## config.mk

```make
export PLATFORM = sky130hd
export DESIGN_NAME = multi_lane_mac_unit
export DESIGN_NICKNAME = d
export VERILOG_FILES = /design/src/rtl/mac_pkg.sv /design/src/rtl/fixed_point_mult_pipe.sv /design/src/rtl/multi_lane_mac_unit.sv
export SDC_FILE = /design/constraint.sdc
export NUM_CORES = 2
export LEC_CHECK = 0
export CAP_MARGIN = 20
export CORE_ASPECT_RATIO = 0.9
export CORE_MARGIN = 3
export CORE_UTILIZATION = 60
export DETAILED_ROUTE_END_ITERATION = 10
export HOLD_SLACK_MARGIN = 0.15
export PLACE_DENSITY = 0.86
export SETUP_SLACK_MARGIN = 0.5
export SLEW_MARGIN = 20
export SYNTH_ARGS = -nofsm -noshare
export SYNTH_HDL_FRONTEND = slang
export SYNTH_HIERARCHICAL = 1
export SYNTH_SLANG_ARGS = --single-unit
```

## constraint.sdc

```tcl
create_clock -name clk -period 6.96 [get_ports clk]
set_clock_uncertainty 0.05 [all_clocks]
set_input_delay 2.088 -clock clk [delete_from_list [all_inputs] [get_ports clk]]
set_output_delay 2.088 -clock clk [all_outputs]
set_load 0.02 [all_outputs]
```

## src/rtl/mac_pkg.sv

```systemverilog
// mac_pkg: shared definitions for the multi-lane MAC unit.
//   - default widths and latency (pixel sfix10_En0, weight sfix19_En18,
//     result sfix26_En18)
//   - FRAC_BITS: fractional bits of weights, products, accumulator and result
//   - mac_state_e: controller states
//   - DEF_SAT_MAX / DEF_SAT_MIN: saturation limits of the default result width
package mac_pkg;

  localparam int DEF_NUM_INPUTS   = 16;
  localparam int DEF_NUM_LANES    = 4;
  localparam int DEF_PIXEL_WIDTH  = 10;
  localparam int DEF_WEIGHT_WIDTH = 19;
  localparam int DEF_OUTPUT_WIDTH = 26;
  localparam int DEF_MULT_LATENCY = 2;
  localparam int FRAC_BITS        = 18;

  localparam logic [DEF_OUTPUT_WIDTH-1:0] DEF_SAT_MAX = 26'h1FF_FFFF;
  localparam logic [DEF_OUTPUT_WIDTH-1:0] DEF_SAT_MIN = 26'h200_0000;

  typedef enum logic [2:0] {
    IDLE   = 3'd0,
    LOAD   = 3'd1,
    RUN    = 3'd2,
    DRAIN  = 3'd3,
    FINISH = 3'd4
  } mac_state_e;

endpackage

```

## src/rtl/fixed_point_mult_pipe.sv

```systemverilog
// fixed_point_mult_pipe: one multiplier lane.
//   clk     - clock, rising edge
//   rst     - synchronous active-low reset, flushes every pipeline stage
//   pixel   - signed pixel operand (En0)
//   weight  - signed weight operand (En18)
//   product - full-precision signed product (En18), MULT_LATENCY cycles later
module fixed_point_mult_pipe #(
  parameter int PIXEL_WIDTH  = 10,
  parameter int WEIGHT_WIDTH = 19,
  parameter int MULT_LATENCY = 2
) (
  input  logic                                        clk,
  input  logic                                        rst,
  input  logic signed [PIXEL_WIDTH-1:0]               pixel,
  input  logic signed [WEIGHT_WIDTH-1:0]              weight,
  output logic signed [PIXEL_WIDTH+WEIGHT_WIDTH-1:0]  product
);

  localparam int PROD_W = PIXEL_WIDTH + WEIGHT_WIDTH;

  logic signed [PROD_W-1:0] stage_q [MULT_LATENCY];
  logic signed [PROD_W-1:0] stage_d [MULT_LATENCY];

  // Multiply into the first stage, then shift down the delay line.
  always_comb begin
    stage_d[0] = PROD_W'(pixel) * PROD_W'(weight);
    for (int i = 1; i < MULT_LATENCY; i++) begin
      stage_d[i] = stage_q[i-1];
    end
  end

  // Pipeline registers with synchronous flush.
  always_ff @(posedge clk) begin
    if (!rst) begin
      for (int i = 0; i < MULT_LATENCY; i++) begin
        stage_q[i] <= '0;
      end
    end else begin
      stage_q <= stage_d;
    end
  end

  assign product = stage_q[MULT_LATENCY-1];

endmodule

```

## src/rtl/multi_lane_mac_unit.sv

```systemverilog
// multi_lane_mac_unit: signed fixed-point dot product of NUM_INPUTS
// pixel/weight pairs on NUM_LANES pipelined multipliers, plus bias,
// saturation to OUTPUT_WIDTH and optional ReLU.
//   clk, rst           - clock; synchronous active-low reset
//   start              - request an operation (ignored while busy)
//   IN_PIXELS/WEIGHTS  - packed operands, element i at [i*W +: W]
//   bias, relu_en      - captured together with the operands
//   busy               - operation in progress
//   out_valid          - one-cycle result strobe
//   OUT, saturated     - result and clip flag, held until the next strobe
module multi_lane_mac_unit
  import mac_pkg::*;
#(
  parameter int NUM_INPUTS   = DEF_NUM_INPUTS,
  parameter int NUM_LANES    = DEF_NUM_LANES,
  parameter int PIXEL_WIDTH  = DEF_PIXEL_WIDTH,
  parameter int WEIGHT_WIDTH = DEF_WEIGHT_WIDTH,
  parameter int OUTPUT_WIDTH = DEF_OUTPUT_WIDTH,
  parameter int MULT_LATENCY = DEF_MULT_LATENCY
) (
  input  logic                                 clk,
  input  logic                                 rst,
  input  logic                                 start,
  input  logic [NUM_INPUTS*PIXEL_WIDTH-1:0]    IN_PIXELS,
  input  logic [NUM_INPUTS*WEIGHT_WIDTH-1:0]   IN_WEIGHTS,
  input  logic [OUTPUT_WIDTH-1:0]              bias,
  input  logic                                 relu_en,
  output logic                                 busy,
  output logic                                 out_valid,
  output logic [OUTPUT_WIDTH-1:0]              OUT,
  output logic                                 saturated
);

  localparam int BEATS  = NUM_INPUTS / NUM_LANES;
  localparam int PROD_W = PIXEL_WIDTH + WEIGHT_WIDTH;
  localparam int ACC_W  = PROD_W + $clog2(NUM_INPUTS);
  localparam int SUM_W  = ACC_W + 1;
  localparam int CNT_W  = $clog2(BEATS) + 1;
  localparam int DRN_W  = $clog2(MULT_LATENCY) + 1;
  localparam int PIX_BUS = NUM_INPUTS * PIXEL_WIDTH;
  localparam int WGT_BUS = NUM_INPUTS * WEIGHT_WIDTH;

  localparam logic signed [OUTPUT_WIDTH-1:0] OUT_MAX = {1'b0, {(OUTPUT_WIDTH-1){1'b1}}};
  localparam logic signed [OUTPUT_WIDTH-1:0] OUT_MIN = {1'b1, {(OUTPUT_WIDTH-1){1'b0}}};

  mac_state_e                 state_q, state_d;
  logic [CNT_W-1:0]           beat_q, beat_d;
  logic [DRN_W-1:0]           drain_q, drain_d;
  logic [PIX_BUS-1:0]         pix_q, pix_d;
  logic [WGT_BUS-1:0]         wgt_q, wgt_d;
  logic signed [OUTPUT_WIDTH-1:0] bias_q, bias_d;
  logic                       relu_q, relu_d;
  logic signed [ACC_W-1:0]    acc_q, acc_d;
  logic [MULT_LATENCY-1:0]    vld_q, vld_d;
  logic [OUTPUT_WIDTH-1:0]    out_q, out_d;
  logic                       sat_q, sat_d;
  logic                       out_valid_q, out_valid_d;
  logic                       busy_q, busy_d;

  logic signed [PROD_W-1:0]       lane_prod [NUM_LANES];
  logic signed [ACC_W-1:0]        lane_sum_s;
  logic signed [SUM_W-1:0]        sum_s;
  logic signed [OUTPUT_WIDTH-1:0] clip_s;
  logic                           clip_sat_s;
  logic [OUTPUT_WIDTH-1:0]        result_s;

  // The operand registers shift one beat per RUN cycle, so every lane
  // always reads a fixed slice of the low end.
  for (genvar l = 0; l < NUM_LANES; l++) begin : g_lane
    fixed_point_mult_pipe #(
      .PIXEL_WIDTH (PIXEL_WIDTH),
      .WEIGHT_WIDTH(WEIGHT_WIDTH),
      .MULT_LATENCY(MULT_LATENCY)
    ) u_mult (
      .clk    (clk),
      .rst    (rst),
      .pixel  (pix_q[l*PIXEL_WIDTH +: PIXEL_WIDTH]),
      .weight (wgt_q[l*WEIGHT_WIDTH +: WEIGHT_WIDTH]),
      .product(lane_prod[l])
    );
  end

  // Sign-extend and add the lane products of the beat leaving the pipes.
  always_comb begin
    lane_sum_s = '0;
    for (int l = 0; l < NUM_LANES; l++) begin
      lane_sum_s = lane_sum_s + ACC_W'(lane_prod[l]);
    end
  end

  // Bias add, clip to the output range, then ReLU. A negative result that
  // clipped still reports saturated even though ReLU forces it to zero.
  always_comb begin
    sum_s = SUM_W'(acc_q) + SUM_W'(bias_q);
    if (sum_s > SUM_W'(OUT_MAX)) begin
      clip_s     = OUT_MAX;
      clip_sat_s = 1'b1;
    end else if (sum_s < SUM_W'(OUT_MIN)) begin
      clip_s     = OUT_MIN;
      clip_sat_s = 1'b1;
    end else begin
      clip_s     = sum_s[OUTPUT_WIDTH-1:0];
      clip_sat_s = 1'b0;
    end
    if (relu_q && clip_s[OUTPUT_WIDTH-1]) begin
      result_s = '0;
    end else begin
      result_s = clip_s;
    end
  end

  // Controller next-state logic. The valid shift register tracks which
  // pipeline slots carry real beats, so DRAIN can be a plain fixed count.
  always_comb begin
    state_d     = state_q;
    beat_d      = beat_q;
    drain_d     = drain_q;
    pix_d       = pix_q;
    wgt_d       = wgt_q;
    bias_d      = bias_q;
    relu_d      = relu_q;
    out_d       = out_q;
    sat_d       = sat_q;
    out_valid_d = 1'b0;
    vld_d[0]    = (state_q == RUN);
    for (int i = 1; i < MULT_LATENCY; i++) begin
      vld_d[i] = vld_q[i-1];
    end
    if (vld_q[MULT_LATENCY-1]) begin
      acc_d = acc_q + lane_sum_s;
    end else begin
      acc_d = acc_q;
    end

    case (state_q)
      IDLE: begin
        if (start) begin
          pix_d   = IN_PIXELS;
          wgt_d   = IN_WEIGHTS;
          bias_d  = bias;
          relu_d  = relu_en;
          acc_d   = '0;
          beat_d  = '0;
          state_d = RUN;
        end else begin
          state_d = IDLE;
        end
      end
      // LOAD is part of the state encoding, but capture happens on the
      // IDLE exit so it is never entered in normal operation.
      LOAD: begin
        state_d = RUN;
      end
      RUN: begin
        pix_d = pix_q >> (NUM_LANES * PIXEL_WIDTH);
        wgt_d = wgt_q >> (NUM_LANES * WEIGHT_WIDTH);
        if (beat_q == CNT_W'(BEATS - 1)) begin
          beat_d  = '0;
          drain_d = '0;
          state_d = DRAIN;
        end else begin
          beat_d = beat_q + CNT_W'(1);
        end
      end
      DRAIN: begin
        if (drain_q == DRN_W'(MULT_LATENCY - 1)) begin
          state_d = FINISH;
        end else begin
          drain_d = drain_q + DRN_W'(1);
        end
      end
      FINISH: begin
        out_d       = result_s;
        sat_d       = clip_sat_s;
        out_valid_d = 1'b1;
        state_d     = IDLE;
      end
      default: begin
        state_d = IDLE;
      end
    endcase

    busy_d = (state_d != IDLE);
  end

  // State and datapath registers.
  always_ff @(posedge clk) begin
    if (!rst) begin
      state_q     <= IDLE;
      beat_q      <= '0;
      drain_q     <= '0;
      pix_q       <= '0;
      wgt_q       <= '0;
      bias_q      <= '0;
      relu_q      <= 1'b0;
      acc_q       <= '0;
      vld_q       <= '0;
      out_q       <= '0;
      sat_q       <= 1'b0;
      out_valid_q <= 1'b0;
      busy_q      <= 1'b0;
    end else begin
      state_q     <= state_d;
      beat_q      <= beat_d;
      drain_q     <= drain_d;
      pix_q       <= pix_d;
      wgt_q       <= wgt_d;
      bias_q      <= bias_d;
      relu_q      <= relu_d;
      acc_q       <= acc_d;
      vld_q       <= vld_d;
      out_q       <= out_d;
      sat_q       <= sat_d;
      out_valid_q <= out_valid_d;
      busy_q      <= busy_d;
    end
  end

  assign busy      = busy_q;
  assign out_valid = out_valid_q;
  assign OUT       = out_q;
  assign saturated = sat_q;

endmodule

```

==> results.json <==
{
  "routedWlPerCell_um": 19.60,
  "postSynthCellCount": 6999,
  "p_switching_mw": 5.884,
  "comb_power_share": 0.358,
  "finalSetupViolations": 0,
  "min_from": "g_lane[0].u_mult/stage_d[15]",
  "globalplace.congestion": 0.9515,
  "min_period_over_period": 0.8759,
  "clock_latency_ns": 0.67,
  "wl_um": 170100,
  "antenna_left": 0,
  "rows": 110,
  "dp.final_hpwl_um": 129900,
  "p_leak_nw": 31.78,
  "initialDrtViolationCount": 5010,
  "crit_type": "reg2reg",
  "vias": 49790,
  "mostFrequentLayoutCells": "1103 x inv_1, 920 x nor2_1, 835 x nand2_1, 795 x dfxtp_1, 748 x fa_1",
  "ir_drop_mv": 0.1984,
  "met3_usage": 0.06495,
  "slew_headroom": 0.2601,
  "fmax_ghz": 0.1640,
  "die_x_um": 341.2,
  "synth_warnings": 6,
  "crit_start": "pix_q[11]",
  "fin_setup_tns_ns": 0,
  "syn_nets": 8577,
  "fin_cells": 8676,
  "ys_seq_area_frac": 0.2624,
  "netlist_area_um2": 60660,
  "fin_util": 0.6921,
  "start_util": 0.6054,
  "busiest_layer": "met2",
  "core-area_um2": 100200,
  "p_per_area_nw_per_um2": 229.5,
  "post-place-cells": 8507,
  "r2r_start": "pix_q[11]",
  "grt_pass1_vias": 49570,
  "clock_sinks": 795,
  "rsz0062_at_grt": "no",
  "htreeDepth": 3,
  "crit_required_ns": 7.44,
  "drc_errors": 0,
  "synth_cell_types": 94,
  "p_sw_frac": 0.3696,
  "postCtsSetupRepairBufs": 0,
  "cts_tree": "yes",
  "met2_usage": 0.5137,
  "cts_resized": 0,
  "grt_use_total": 0.3197,
  "syn_avg_cell_area_um2": 8.667,
  "tightest_slew_ns": 1.110,
  "synth_edf_count": 0,
  "cts-root-buf": "clkbuf_16",
  "outcome": "finished clean",
  "cts_buffers": 82,
  "grt_max_degree": 234,
  "synth_ff_type": "dfxtp_1",
  "path_max_fanout": 20,
  "synth-seq-cells": 795,
  "clockBufferDepth": 3,
  "antenna_found_initial": 32,
  "use_met1": 0.4253,
  "synth_top_area_frac": 0.2624,
  "worst_ep_arrival_time_ns": 6.57,
  "layout_min_cycle_time_ns": 6.096,
  "drive_above_1_share": 0.03107,
  "yosys-top-cells-area": "dfxtp_1 26%, fa_1 25%, ha_1 6.9%",
  "synth_top_area_cell": "dfxtp_1",
  "drt_pass1_iterations": 8,
  "grt.overflow.total": 0,
  "die_area_um2": 105000,
  "maxCapViolations": 0,
  "power_frac_seq": 0.353,
  "cts_hold_buf": 0,
  "path_clk_slew_ns": 0.07,
  "p_clk_frac": 0.289,
  "internal-power_mw": 10.03,
  "die_y_um": 307.7,
  "ios": 523,
  "io_buffers": 522,
  "grt_first_pass_wirelength_um": 267300,
  "final_nets": 8825,
  "endpoint_kind": "register",
  "worstHoldPathType": "reg2reg",
  "syn2layout_area_growth_pct": 14.31,
  "final_common_cell": "inv_1",
  "start_kind": "register",
  "synthArstFlopShare": 0,
  "report.final.slew_viol_count": 0,
  "final_hold_viol_count": 0,
  "routed_via_density": 5.739
}
[through the flow]
stage,worst slack [ns],area (um2),power [mW],hold slack (ns)
after floorplan,1.454,60660,9.571,0.3619
after global placement,1.045,66460,11.09,0.3628
after detailed placement,0.8972,66460,11.28,0.3669
after CTS,0.8553,69280,15.89,0.3634
after global routing,0.5181,69340,16.89,0.3879
final,0.8637,69350,15.92,0.3707
[power by group through the flow]
stage                     sequential [mW]  clock [mW]  combinational, mW
final                                5.62        4.61               5.70
after global routing                 5.66        4.81               6.41
after CTS                            5.60        4.65               5.65
after detailed placement             5.69           0               5.60
after global placement               5.67           0               5.43
after floorplan                      5.35           0               4.22
[state kept, by name, indices dropped and copies added (netlist names), 2 cells and up]
register / count
beat_q: 3
state_q: 3
vld_q: 2
g_lane.u_mult/product: 116
drain_q: 2
pix_q: 160
g_lane.u_mult/stage_d: 116
acc_q: 33
wgt_q: 304
OUT: 26
bias_q: 26
[final cells by class]
cell class                      count  area [um2]
Antenna cell                       25       62.56
Clock buffer                      110        2318
Clock inverter                     34       498.0
Fill cell                        7611       30850
Inverter                         1110        4170
Multi-Input combinational cell   4701       39090
Sequential cell                   795       15920
Tap cell                         1344        1682
Timing Repair Buffer              557        5605
[per-layer routing]
metal / up-vias / wire length (um)
met5: - / 69
met4: 10 / 7043
met3: 363 / 15900
met2: 2440 / 79060
met1: 24190 / 67990
li1: 22790 / -
[cells in the mapped netlist (all sizes together), types with 22 or more instances]
cell type  number
a21oi         269
nor3           34
nor2b          22
mux2i          36
a221o          22
nand2         839
nand3          39
dfxtp         795
o221ai        353
o21ai         108
and3           24
and2          417
nand4          22
a21o           66
a211oi         40
xor2           51
nand2b         30
ha            336
buf            29
fa            748
inv          1103
o211ai         28
xnor2         104
clkbuf        364
nor2          921
a21boi         30
[worst max-delay path: stages, from the launching register on]
cell	delay [ns]
dfxtp_1	0.87
nand2_1	0.28
fa_1	0.80
inv_1	0.11
fa_1	0.67
inv_1	0.09
fa_1	0.48
fa_1	0.54
inv_1	0.05
fa_1	0.51
ha_1	0.42
a21o_1	0.21
a21o_1	0.17
a21oi_1	0.20
o21ai_0	0.12
a31oi_1	0.18
xnor2_1	0.14
nor2_1	0.05
[worst paths after layout]
path / to / slack (ns) / depth (start not counted)
worst max-delay path: g_lane[1].u_mult/stage_d[28] / 0.86 / 17
worst min-delay path: g_lane[0].u_mult/product[15] / 0.37 / 1
worst max register to register: g_lane[1].u_mult/stage_d[28] / 0.86 / 17
worst min register to register: g_lane[0].u_mult/product[15] / 0.37 / 1
[kinds of logic after synthesis]
kind of cell	synth area share
mux	0.006126
fa+ha+maj	0.3161
compound gates	0.1262
buf+inv	0.09389
flops	0.2624
simple gates	0.1729
xor+xnor	0.02238
Note: power is estimated with default switching activity, not from simulation.
